===== src/rtl/jtag_tap_pkg.sv =====
// jtag_tap_pkg: TAP state encodings, opcodes and the shared next-state function
package jtag_tap_pkg;
  typedef enum logic [3:0] {
    TLR      = 4'hF,
    RTI      = 4'hC,
    SEL_DR   = 4'h7,
    CAP_DR   = 4'h6,
    SHIFT_DR = 4'h2,
    EXIT1_DR = 4'h1,
    PAUSE_DR = 4'h3,
    EXIT2_DR = 4'h0,
    UPD_DR   = 4'h5,
    SEL_IR   = 4'h4,
    CAP_IR   = 4'hE,
    SHIFT_IR = 4'hA,
    EXIT1_IR = 4'h9,
    PAUSE_IR = 4'hB,
    EXIT2_IR = 4'h8,
    UPD_IR   = 4'hD
  } tap_state_e;
  localparam logic [3:0] OP_EXTEST         = 4'b0000;
  localparam logic [3:0] OP_SAMPLE_PRELOAD = 4'b0001;
  localparam logic [3:0] OP_IDCODE         = 4'b0010;
  localparam logic [3:0] OP_DEBUG          = 4'b1000;
  localparam logic [3:0] OP_MBIST          = 4'b1001;
  localparam logic [3:0] OP_BYPASS         = 4'b1111;
  localparam logic [3:0] IR_CAPTURE        = 4'b0101;
  function automatic tap_state_e tap_next(input tap_state_e s, input logic tms);
    case (s)
      TLR:      return tms ? TLR      : RTI;
      RTI:      return tms ? SEL_DR   : RTI;
      SEL_DR:   return tms ? SEL_IR   : CAP_DR;
      CAP_DR:   return tms ? EXIT1_DR : SHIFT_DR;
      SHIFT_DR: return tms ? EXIT1_DR : SHIFT_DR;
      EXIT1_DR: return tms ? UPD_DR   : PAUSE_DR;
      PAUSE_DR: return tms ? EXIT2_DR : PAUSE_DR;
      EXIT2_DR: return tms ? UPD_DR   : SHIFT_DR;
      UPD_DR:   return tms ? SEL_DR   : RTI;
      SEL_IR:   return tms ? TLR      : CAP_IR;
      CAP_IR:   return tms ? EXIT1_IR : SHIFT_IR;
      SHIFT_IR: return tms ? EXIT1_IR : SHIFT_IR;
      EXIT1_IR: return tms ? UPD_IR   : PAUSE_IR;
      PAUSE_IR: return tms ? EXIT2_IR : PAUSE_IR;
      EXIT2_IR: return tms ? UPD_IR   : SHIFT_IR;
      UPD_IR:   return tms ? SEL_DR   : RTI;
      default:  return TLR;
    endcase
  endfunction
endpackage


===== src/rtl/jtag_tap_fsm.sv =====
// jtag_tap_fsm: 16-state IEEE 1149.1 TAP controller
module jtag_tap_fsm
  import jtag_tap_pkg::*;
(
  input  logic       tck,
  input  logic       trstn,
  input  logic       tms,
  output tap_state_e state
);
  tap_state_e nxt;
  // next state follows tms through the standard TAP graph
  always_comb nxt = tap_next(state, tms);
  // state register, forced to Test-Logic-Reset by trstn
  always_ff @(posedge tck or negedge trstn)
    if (!trstn) state <= TLR;
    else state <= nxt;
endmodule


===== src/rtl/jtag_tap_slave.sv =====
// jtag_tap_slave: JTAG TAP with IR, IDCODE/BYPASS data registers and debug-unit hookup
module jtag_tap_slave
  import jtag_tap_pkg::*;
#(
  parameter logic [31:0] IDCODE_VALUE = 32'h149511c3,
  parameter int          IR_LENGTH    = 4
) (
  input  logic tck_pad_i,
  input  logic trstn_pad_i,
  input  logic tms_pad_i,
  input  logic tdi_pad_i,
  output logic tdo_pad_o,
  output logic tdo_padoe_o,
  output logic shift_dr_o,
  output logic pause_dr_o,
  output logic update_dr_o,
  output logic capture_dr_o,
  output logic debug_select_o,
  input  logic debug_tdo_i,
  output logic tdi_o
);
  tap_state_e state;
  logic [IR_LENGTH-1:0] ir, ir_shift;
  logic [31:0] id_shift;
  logic bypass, sel_idcode, tdo_next;
  jtag_tap_fsm u_fsm (
    .tck   (tck_pad_i),
    .trstn (trstn_pad_i),
    .tms   (tms_pad_i),
    .state (state)
  );
  assign shift_dr_o     = state == SHIFT_DR;
  assign pause_dr_o     = state == PAUSE_DR;
  assign update_dr_o    = state == UPD_DR;
  assign capture_dr_o   = state == CAP_DR;
  assign debug_select_o = ir == IR_LENGTH'(OP_DEBUG);
  assign sel_idcode     = ir == IR_LENGTH'(OP_IDCODE);
  assign tdi_o          = tdi_pad_i;
  // instruction path: capture/shift the IR chain, latch it on Update-IR, fall back to IDCODE on TLR entry
  always_ff @(posedge tck_pad_i or negedge trstn_pad_i)
    if (!trstn_pad_i) begin
      ir_shift <= '0;
      ir       <= IR_LENGTH'(OP_IDCODE);
    end else begin
      ir_shift <= state == CAP_IR ? IR_LENGTH'(IR_CAPTURE) :
                  state == SHIFT_IR ? {tdi_pad_i, ir_shift[IR_LENGTH-1:1]} : ir_shift;
      ir       <= tap_next(state, tms_pad_i) == TLR ? IR_LENGTH'(OP_IDCODE) :
                  state == UPD_IR ? ir_shift : ir;
    end
  // data path: 32-bit ID chain when IDCODE is selected, single bypass bit otherwise
  always_ff @(posedge tck_pad_i or negedge trstn_pad_i)
    if (!trstn_pad_i) begin
      id_shift <= '0;
      bypass   <= 1'b0;
    end else begin
      id_shift <= !sel_idcode ? id_shift :
                  state == CAP_DR ? IDCODE_VALUE :
                  state == SHIFT_DR ? {tdi_pad_i, id_shift[31:1]} : id_shift;
      bypass   <= state == CAP_DR ? 1'b0 : state == SHIFT_DR ? tdi_pad_i : bypass;
    end
  // serial return source for the current shift state
  always_comb
    tdo_next = state == SHIFT_IR ? ir_shift[0] :
               state != SHIFT_DR ? 1'b0 :
               sel_idcode ? id_shift[0] :
               debug_select_o ? debug_tdo_i : bypass;
  // tdo and its enable launch on the falling edge so the host samples them on the next rising edge
  always_ff @(negedge tck_pad_i or negedge trstn_pad_i)
    if (!trstn_pad_i) begin
      tdo_pad_o   <= 1'b0;
      tdo_padoe_o <= 1'b0;
    end else begin
      tdo_pad_o   <= tdo_next;
      tdo_padoe_o <= state == SHIFT_IR || state == SHIFT_DR;
    end
endmodule


===== config.mk =====
export PLATFORM = sky130hd
export DESIGN_NAME = jtag_tap_slave
export DESIGN_NICKNAME = d
export VERILOG_FILES = /design/src/rtl/jtag_tap_pkg.sv /design/src/rtl/jtag_tap_fsm.sv /design/src/rtl/jtag_tap_slave.sv
export SDC_FILE = /design/constraint.sdc
export NUM_CORES = 1
export LEC_CHECK = 0
export ABC_AREA = 0
export BUFFER_PORTS_ARGS = -buffer_cell sky130_fd_sc_hd__buf_4
export CAP_MARGIN = 0
export CORE_MARGIN = 2
export CORE_UTILIZATION = 55
export DETAILED_ROUTE_END_ITERATION = 10
export PLACE_DENSITY = 0.73
export RECOVER_POWER = 50
export REMOVE_ABC_BUFFERS = 1
export SETUP_SLACK_MARGIN = 0.2
export SLEW_MARGIN = 30
export SYNTH_ARGS = -nofsm -noshare
export SYNTH_HDL_FRONTEND = slang
export SYNTH_SLANG_ARGS = --single-unit

===== constraint.sdc =====
create_clock -name tck_pad_i -period 3.8 [get_ports tck_pad_i]
set_input_delay 0.19 -clock tck_pad_i [delete_from_list [all_inputs] [get_ports tck_pad_i]]
set_output_delay 0.19 -clock tck_pad_i [all_outputs]
set_load 0.02 [all_outputs]

==> summary.txt, run 1 <==
Run status
  – Status: complete, but fails checks
  – Violated checks: capacitance limit, slew limit

Timing
  – RSZ-0062 raised after global routing: no
  – Slew at the pin with the worst max-slew slack: 1.67 ns
  – Worst slew margin: -11.1%
  – Clock skew: 0.00615 ns
  – Max Slew Vio Count: 32
  – Setup TNS: 0 ns
  – Setup-violating endpoint count in the final report: 0
  – Final Hold Viols: 0

Logic synthesis
  – Register area share after synthesis: 52.7%
  – Flop and latch count out of synthesis: 47
  – Post-synth EDFFs: 0
  – Synth top area share: 44.6%
  – Most common cell in the netlist: dfrtp_1
  – Top post-synthesis cells by area: dfrtp_1 45%, mux2_4 12%, mux2i_1 6.7%, dfstp_2 5.9%, nor2_1 4.8%
  – Cells after Synth: 196
  – Number of warning messages in the yosys log: 0
  – Post-synth ARST share: 100%
  – Mapped Avg Cell Area: 11.5 um^2
  – Main synth FF type: dfrtp_1
  – Synthesized cell area: between 0.002 and 0.0025 mm^2
  – Cell variety after synth: 35
  – Largest area contributor in the netlist: dfrtp_1
  – Post-synth top cells: 40 x dfrtp_1, 29 x nor2_1, 18 x mux2_4

Global routing
  – Initial antenna violation count: 0
  – Global Route Usage Sum: 19.2%
  – First-pass GRT wire length: 6.42 mm
  – GRT overflow: 0
  – Vias in the first global route: between 1,000 and 1,500
  – Largest net degree at the start of global routing: 33

Floorplanning
  – Rows: 23
  – Effective utilization at floorplan: 56.5%
  – Die Width: 67.9 um
  – Core area: 0.00397 mm^2
  – # IOs: 13
  – Die Ht: 67.9 um
  – Total die area: 0.00461 mm^2

Layout
  – Layout cells sized above 1: 22.8%
  – P&R area growth vs syn: 7.64%
  – Diode count: 0
  – Final nets: 210
  – Fin area: 0.00242 mm^2
  – Multi-input gate area: a little over 900 um^2
  – Filler cells: 311
  – FF/Latch Area: 0.00118 mm^2

Worst setup path
  – Arrival @ worst endpoint: 1.65 ns
  – Crit path cell chain: or4b_2 -> a21oi_1 -> o21ai_0
  – Critical Path Start: ir[0]
  – Critical path fanouts, max: 5
  – Crit Path Category: reg2reg
  – Slowest-stage cell, CP: or4b_2
  – Critical R2R Launch: ir[0]
  – Required time of the critical path: 2.05 ns
  – Crit-path max cell delay: 0.67 ns
  – CP startpoint kind: register
  – CP Capture Type: register

Pwr
  – P_int: ~1100 uW
  – Register share of total power: 49.7%
  – Gate power share: 31.7%
  – Pwr Density: 727 mW/mm^2
  – Sw Pwr: 608 uW
  – Clk pwr share: 18.7%
  – Sw Share: approximately a third
  – Leakage: 0.00129 uW
  – Worst VDD drop: roughly 370 uV

Clock network
  – Clock root buffer: clkbuf_8
  – CTS HTree Levels: 2
  – Num CTS Buffers: 5
  – CTS sink count: 47
  – Clk buf depth: 2
  – CTS tree: built
  – Clock-pin slew on the worst setup and hold paths: 0.08 ns
  – Resized cells post-CTS: 0
  – Clk_lat worst skew: 0.30 ns

Place
  – Detailed placer's ending HPWL: 2.56 mm
  – PortBufs: 12
  – Placed Area: roughly 0.0023 mm^2
  – Placer Congestion: 0.864

Worst hold path
  – Hold Crit Class: in2reg
  – HP Start: tms_pad_i

Drt
  – Via/cell ratio: 5.41
  – Number of detailed-route iterations in the first pass: 4
  – Final wirelength: 3.82 mm
  – Vias: roughly 1,400
  – Post-DRT Antenna Nets: 0
  – Avg WL per Cell: roughly 15 um
  – DRC errors left: 0
  – DRT iter0 DRCs: between 70 and 80

Job
  – Max-Cap Viols: 1
-- cells by family after synthesis --
logic type      Yosys count  share of synthesized area (%)
buf+inv                  28                           6.80
simple gates             67                           15.1
flops                    47                           52.7
compound gates           17                           4.68
mux                      37                           20.7
-- final timing paths --
path,end,slack [ns],depth (start not counted)
max in group asynchronous,tdo_pad_o,0.90,2
min in group asynchronous,id_shift[14],0.52,2
worst min register to register,id_shift[11],0.51,1
worst max-delay path,tdo_pad_o,0.40,3
worst max register to register,tdo_pad_o,0.40,3
worst min-delay path,u_fsm.state[3],0.20,4
-- layout make-up --
class / count / share of cell area [%]
Inverter: 15 / 2.33
Timing Repair Buffer: 15 / 4.30
Clock buffer: 8 / 4.14
Tap cell: 50 / 2.59
Multi-Input combinational cell: 121 / 37.7
Sequential cell: 47 / 48.9
-- cells in the final DEF, fill, tap and decap left out --
cell type,Yosys,routed
o2bb2ai_1,1,1
dlygate4sd3_1,0,1
clkbuf_8,0,7
nor2b_1,12,12
dfrtn_1,2,2
nand4b_1,1,1
nor3_1,1,1
or4b_1,1,1
or3_2,0,1
nand3b_1,1,1
nor3b_1,1,1
mux2_4,18,18
o21ai_0,6,6
clkbuf_1,7,4
or3_1,3,2
dfstp_1,0,1
and2_1,1,1
nand3_1,1,1
nor2_1,29,29
buf_4,2,11
o221ai_1,1,1
or4b_2,1,1
mux2i_1,15,15
dfstp_2,5,4
nand2b_1,3,3
dfrtp_1,40,40
a211o_1,1,1
a211oi_1,1,1
nor4b_1,2,2
a21oi_1,5,5
mux2_2,4,4
nand2_1,9,9
a221o_1,1,1
or2_2,1,1
o22ai_1,1,1
inv_1,15,15
-- critical path: cells and delay by family, from the launching register on --
| family | cells | cell delay [ns] |
|---|---|---|
| AND/OR/NAND/NOR | 1 | 0.67 |
| AO/OA/AOI/OAI | 2 | 0.25 |
| flip-flops | 1 | 0.42 |
-- sequential cells by signal, indices dropped and copies added (netlist names) --
signal       cells
tdo_pad_o        1
bypass           1
id_shift        32
u_fsm.state      4
tdo_padoe_o      1
ir_shift         4
ir               4
-- what timing repair did --
action,CTS,global route
hold buffers,1,0
setup endpoints to repair,0,0
hold endpoints to repair,14,0
buffers inserted,0,0
-- power groups by stage --
stage / clock network (uW) / logic, uW / registers (uW)
after floorplan: 0 / 411 / 855
after global placement: 0 / 531 / 865
after detailed placement: 0 / 562 / 878
after CTS: 338 / 568 / 871
after global routing: 360 / 631 / 898
final: 328 / 556 / 872
-- layer usage --
layer / wire length (um) / global-route usage [%] / vias to the layer above
li1: - / - / 668
met1: 1710 / 24.1 / 681
met2: 1900 / 30.9 / 26
met3: 134 / 5.43 / 11
met4: 81 / 8.50 / 0
met5: 0 / 0 / -
-- through the flow --
step                utilization [%]  power (uW)  hold WS [ns]  setup slack, ns  cells
floorplan                         -        1270        -0.106           0.0567    183
global placement               58.3        1400        0.0628            0.443    247
detailed placement             58.3        1440        0.0653            0.418    247
CTS                            61.1        1780         0.176            0.399    256
global route                   60.8        1890         0.206            0.300    256
finish                         60.8        1760         0.195            0.396    256
Power figures use the tool's default switching activity.
==> run 2: changes to the inputs <==
==> constraint.sdc (replaced) <==
create_clock -name tck_pad_i -period 3.8 [get_ports tck_pad_i]
set_input_delay 0.38 -clock tck_pad_i [delete_from_list [all_inputs] [get_ports tck_pad_i]]
set_output_delay 0.38 -clock tck_pad_i [all_outputs]
set_load 0.02 [all_outputs]
==> summary.txt, run 2 (synthesis gave the netlist of run 1 again) <==
Floorplanning
  – Core area: 0.00397 mm^2
  – # IOs: 13
  – Die Ht: 67.9 um
  – Die Width: 67.9 um
  – Total die area: between 0.004 and 0.005 mm^2
  – Rows: 23
  – Effective utilization at floorplan: 56.5%

Timing
  – Worst slew margin: -42.9%
  – Setup-violating endpoint count in the final report: 0
  – Slew at the pin with the worst max-slew slack: 2.14 ns
  – Clock skew: 0.00821 ns
  – Final Hold Viols: 0
  – RSZ-0062 raised after global routing: no
  – Max Slew Vio Count: 43
  – Setup TNS: 0 ns

Worst setup path
  – Register-to-register setup slack: 0.40 ns
  – Crit path cell chain: or4b_2 -> a21oi_1 -> o21ai_0
  – CP Capture Type: register
  – Critical R2R Launch: ir[0]
  – Required time of the critical path: ~2 ns
  – Critical Path Start: ir[0]
  – Critical path depth: 3
  – FF-to-FF End: tdo_pad_o
  – Register-to-Register Path Depth: 3
  – Crit-path max cell delay: 0.67 ns
  – Critical path buffer and inverter count: 0
  – Crit Path Category: reg2reg
  – Crit path max-delay family: simple AND/OR/NAND/NOR gates
  – CP startpoint kind: register
  – Critical path fanouts, max: 5
  – Arrival @ worst endpoint: 1.64 ns
  – Crit path capture: tdo_pad_o
  – Slowest-stage cell, CP: or4b_2

Place
  – Placer Congestion: 0.864
  – Dpl cells: ~250
  – PortBufs: 12
  – Detailed placer's ending HPWL: 2.50 mm
  – Placed Area: ~0.0023 mm^2

Layout
  – Commonest cells after routing, fill and taps aside: 40 x dfrtp_1, 29 x nor2_1, 18 x mux2_4
  – Most flops, register: id_shift
  – P&R area growth vs syn: 8.14%
  – Layout cells sized above 1: between 20% and 30%
  – Fin area: 0.00243 mm^2
  – Commonest non-fill, non-tap cell in the layout: dfrtp_1
  – Diode count: 0
  – Final nets: 209
  – Final core utilization: 61.1%
  – Fin cells: 255
  – Max reg flops: 32

Drt
  – Vias: 1,363
  – Number of detailed-route iterations in the first pass: 4
  – Via/cell ratio: 5.35
  – Final wirelength: around 3.7 mm
  – Avg WL per Cell: 14.6 um
  – DRT iter0 DRCs: 76
  – DRC errors left: 0
  – Post-DRT Antenna Nets: 0

Clock network
  – CTS tree: built
  – Clock root buffer: clkbuf_8
  – Num CTS Buffers: 5
  – CTS sink count: between 40 and 50
  – Setup Buffers After CTS: 0
  – Clk_lat worst skew: 0.30 ns
  – Clk buf depth: 2
  – Resized cells post-CTS: 0
  – # hold bufs at CTS: 0
  – CTS HTree Levels: 2
  – Clock-pin slew on the worst setup and hold paths: 0.08 ns

Pwr
  – Leakage: 0.00129 uW
  – Pwr Density: about 740 mW/mm^2
  – Worst VDD drop: 366 uV
  – Power Total: 1800 uW

Global routing
  – Initial antenna violation count: 0
  – First-pass GRT wire length: roughly 6.4 mm
  – Global Route Usage Sum: 18.9%
  – Largest net degree at the start of global routing: 44
  – GRT overflow: 0
  – Vias in the first global route: approximately 1,400

Job
  – Max-Cap Viols: 1

Run status
  – Violated checks: capacitance limit, slew limit
  – Status: complete, but fails checks

Worst hold path
  – Hold Crit Class: in2async
## run 2: cell count changes in the layout (fill, tap and decap cells not counted), sizes merged
| cell | previous run | this run |
|---|---|---|
| clkinv | 0 | 1 |
| clkbuf | 11 | 9 |
| bufinv | 0 | 1 |
| dlygate4sd3 | 1 | 0 |
## run 2: worst min path at each step
| stage | end | cells after the start |
|---|---|---|
| 2_1_floorplan | bypass | 0 |
| 3_3_place_gp | u_fsm.state[0] | 1 |
| 3_5_place_dp | u_fsm.state[0] | 1 |
| 4_1_cts | u_fsm.state[0] | 1 |
| 5_1_grt | u_fsm.state[3] | 1 |
| 6_report | u_fsm.state[3] | 1 |
## run 2: per-stage QoR
| stage | worst slack, ns | hold slack [ns] |
|---|---|---|
| floorplan | 0.0567 | 0.0844 |
| global placement | 0.410 | 0.384 |
| detailed placement | 0.403 | 0.388 |
| CTS | 0.403 | 0.0626 |
| global route | 0.322 | 0.289 |
| finish | 0.402 | 0.270 |
## run 2: power breakdown
part	leakage, uW	switching, uW	internal [uW]
Clock	0.0000612	163	213
Combinational	0.000625	304	280
Sequential	0.000609	144	699
Total	0.00129	611	1190
## run 2: metal layers
layer | vias to the layer above | track usage [%] | wire (um)
met5 | - | 0 | 0
met4 | 0 | 7.75 | 53
met3 | 5 | 3.95 | 81
met2 | 12 | 32.2 | 1810
met1 | 686 | 23.4 | 1780
li1 | 660 | - | -
## run 2: cell type report
class	instances	area, um^2
sequential	47	1180
fill	328	1540
multi-input combinational	121	915
tap	50	62.6
clock buffer	6	82.6
timing repair buffer	14	93.8
clock inverter	2	35.0
inverter	15	56.3
==> run 3: changes to the inputs <==
--- a/config.mk
+++ b/config.mk
@@ -5,13 +5,13 @@
 export SDC_FILE = /design/constraint.sdc
 export NUM_CORES = 1
 export LEC_CHECK = 0
-export ABC_AREA = 0
+export ABC_AREA = 1
 export BUFFER_PORTS_ARGS = -buffer_cell sky130_fd_sc_hd__buf_4
 export CAP_MARGIN = 0
 export CORE_MARGIN = 2
-export CORE_UTILIZATION = 55
+export CORE_UTILIZATION = 30
 export DETAILED_ROUTE_END_ITERATION = 10
-export PLACE_DENSITY = 0.73
+export PLACE_DENSITY = 0.45
 export RECOVER_POWER = 50
 export REMOVE_ABC_BUFFERS = 1
 export SETUP_SLACK_MARGIN = 0.2
==> summary.txt, run 3 <==
Floorplanning
  – Die Width: 89.7 um
  – Total die area: 0.00805 mm^2
  – Effective utilization at floorplan: 30.7%
  – Die Ht: 89.7 um
  – Core area: 0.00718 mm^2
  – Rows: 31
  – # IOs: 13

Global routing
  – Largest net degree at the start of global routing: 52
  – Initial antenna violation count: 0
  – First-pass GRT wire length: roughly 8.0 mm
  – GRT overflow: 0
  – Global Route Usage Sum: 12.3%
  – Vias in the first global route: 1,618

Pwr
  – Leakage: 0.00117 uW
  – Worst VDD drop: 293 uV
  – Pwr Density: 859 mW/mm^2

Clock network
  – Clk buf depth: 2
  – Setup Buffers After CTS: 0
  – CTS HTree Levels: 2
  – # hold bufs at CTS: 1
  – Clock root buffer: clkbuf_8
  – Clock-pin slew on the worst setup and hold paths: roughly 0.090 ns
  – Clk_lat worst skew: 0.30 ns
  – CTS tree: built
  – Num CTS Buffers: 5
  – Resized cells post-CTS: 0
  – CTS sink count: 47

Worst setup path
  – Critical path fanouts, max: 5
  – Register-to-Register Path Depth: 6
  – Required time of the critical path: 2.24 ns
  – Critical Path Start: u_fsm.state[1]
  – Crit path cell chain: inv_2 -> nor2_1 -> inv_2 -> nor2_1 -> nand2_1 -> nand2_1
  – Slowest-stage cell, CP: dfstp_1
  – Crit Path Category: reg2reg
  – CP Capture Type: register
  – FF-to-FF End: tdo_pad_o
  – Critical R2R Launch: u_fsm.state[1]
  – CP startpoint kind: register
  – Crit path max-delay family: simple AND/OR/NAND/NOR gates
  – Crit path capture: tdo_pad_o
  – Critical path buffer and inverter count: 2
  – Critical path depth: 6
  – Crit-path max cell delay: 0.58 ns
  – Register-to-register setup slack: roughly 0.50 ns
  – Arrival @ worst endpoint: around 1.8 ns

Logic synthesis
  – Cells after Synth: roughly 250
  – Cell variety after synth: 31
  – Synth top area share: 45.4%
  – Register area share after synthesis: 53.7%
  – Post-synth EDFFs: 0
  – Largest area contributor in the netlist: dfrtp_1
  – Number of warning messages in the yosys log: 0
  – Flop and latch count out of synthesis: 47
  – Mapped Avg Cell Area: 8.88 um^2
  – Top post-synthesis cells by area: dfrtp_1 45%, nand2_1 6.8%, dfstp_2 6.0%, nand3_1 5.7%, o21ai_0 5.7%
  – Synthesized cell area: 0.00220 mm^2
  – Post-synth ARST share: 100%
  – Main synth FF type: dfrtp_1
  – Post-synth top cells: 40 x dfrtp_1, 40 x nand2_1, 33 x nor2_1

Drt
  – Via/cell ratio: approximately 4.6
  – DRT iter0 DRCs: 126
  – DRC errors left: 0
  – Avg WL per Cell: 12.9 um
  – Vias: 1,647
  – Final wirelength: roughly 4.7 mm
  – Number of detailed-route iterations in the first pass: 4
  – Post-DRT Antenna Nets: 0

Timing
  – Worst slew margin: -21.6%
  – Max Slew Vio Count: 34
  – Final Hold Viols: 0
  – Final WS setup: roughly 0.50 ns
  – Setup-violating endpoint count in the final report: 0
  – RSZ-0062 raised after global routing: no
  – Setup TNS: 0 ns
  – Slew at the pin with the worst max-slew slack: 1.82 ns
  – Clock skew: approximately 0.0046 ns

Layout
  – Layout cells sized above 1: 15.7%
  – Diode count: 0
  – Commonest cells after routing, fill and taps aside: 41 x nand2_1, 40 x dfrtp_1, 35 x nor2_1
  – Final nets: 265
  – Most flops, register: id_shift
  – P&R area growth vs syn: 11.9%
  – Commonest non-fill, non-tap cell in the layout: nand2_1
  – Max reg flops: 32

Run status
  – Status: complete, but fails checks
  – Violated checks: capacitance limit, slew limit

Worst hold path
  – Hold Crit Class: in2reg

Place
  – PortBufs: 12
  – Setup WS pre-CTS: 0.688 ns
  – Detailed placer's ending HPWL: between 3 and 4 mm
  – Placer Congestion: about 0.77

Job
  – Max-Cap Viols: 1
[run 3: cell count changes after synthesis, moves of 11 or more]
cell,previous run,this run
inv_1,15,26
nor2b_1,12,0
mux2_4,18,0
mux2i_1,15,0
nand3_1,1,25
o21ai_0,6,25
nand2_1,9,40
[run 3: kinds of logic (layout without fill, tap and decap cells)]
family / after synthesis / after routing / share of synthesized area [%]
compound gates: 47 / 47 / 12.3
buf+inv: 41 / 54 / 8.91
flops: 47 / 47 / 53.7
simple gates: 113 / 113 / 25.1
[run 3: layer usage]
layer  up-vias  GRT usage [%]  wire length [um]
met1       791           17.6              2400
met5         -              0                 0
li1        823              -                 -
met4         0           3.46                62
met2        28           18.9              2040
met3         5           2.93               148
[run 3: through the flow]
| step | utilization (%) | hold slack (ns) | instances | instance area, um^2 | power, uW |
|---|---|---|---|---|---|
| floorplan | - | 0.0844 | 237 | 2120 | 1460 |
| global placement | 32.8 | 0.250 | 351 | 2360 | 1720 |
| detailed placement | 32.8 | 0.250 | 351 | 2360 | 1720 |
| CTS | 34.8 | 0.332 | 360 | 2500 | 2170 |
| global route | 34.4 | 0.324 | 360 | 2470 | 2310 |
| finish | 34.4 | 0.338 | 360 | 2470 | 2120 |
[run 3: worst reg2reg max path, cell delays in order, from the launching register on]
cell and delay (ns):
dfstp_1 0.58, inv_2 0.05, nor2_1 0.27, inv_2 0.11
nor2_1 0.29, nand2_1 0.08, nand2_1 0.07
[run 3: layout make-up]
| cell class | count | area, um^2 |
|---|---|---|
| Timing Repair Buffer | 16 | 108 |
| Inverter | 30 | 113 |
| Tap cell | 99 | 124 |
| Clock buffer | 6 | 72.6 |
| Clock inverter | 2 | 60.1 |
| Multi-Input combinational cell | 160 | 807 |
| Sequential cell | 47 | 1180 |
| Fill cell | 752 | 4710 |
[run 3: report_power, final]
part	total (uW)	switching [uW]	internal, uW	leakage (uW)
logic	823	553	270	0.000523
clock network	438	175	263	0.0000654
registers	856	121	735	0.000578
total	2120	850	1270	0.00117
[run 3: worst min path at each step]
stage	start	to	slack [ns]	depth (start not counted)
2_1_floorplan	trstn_pad_i	bypass	0.08	0
6_report	tdi_pad_i	bypass	0.34	2
5_1_grt	tdi_pad_i	bypass	0.32	2
3_3_place_gp	trstn_pad_i	ir[2]	0.25	1
4_1_cts	tdi_pad_i	bypass	0.33	2
3_5_place_dp	trstn_pad_i	ir[2]	0.25	1
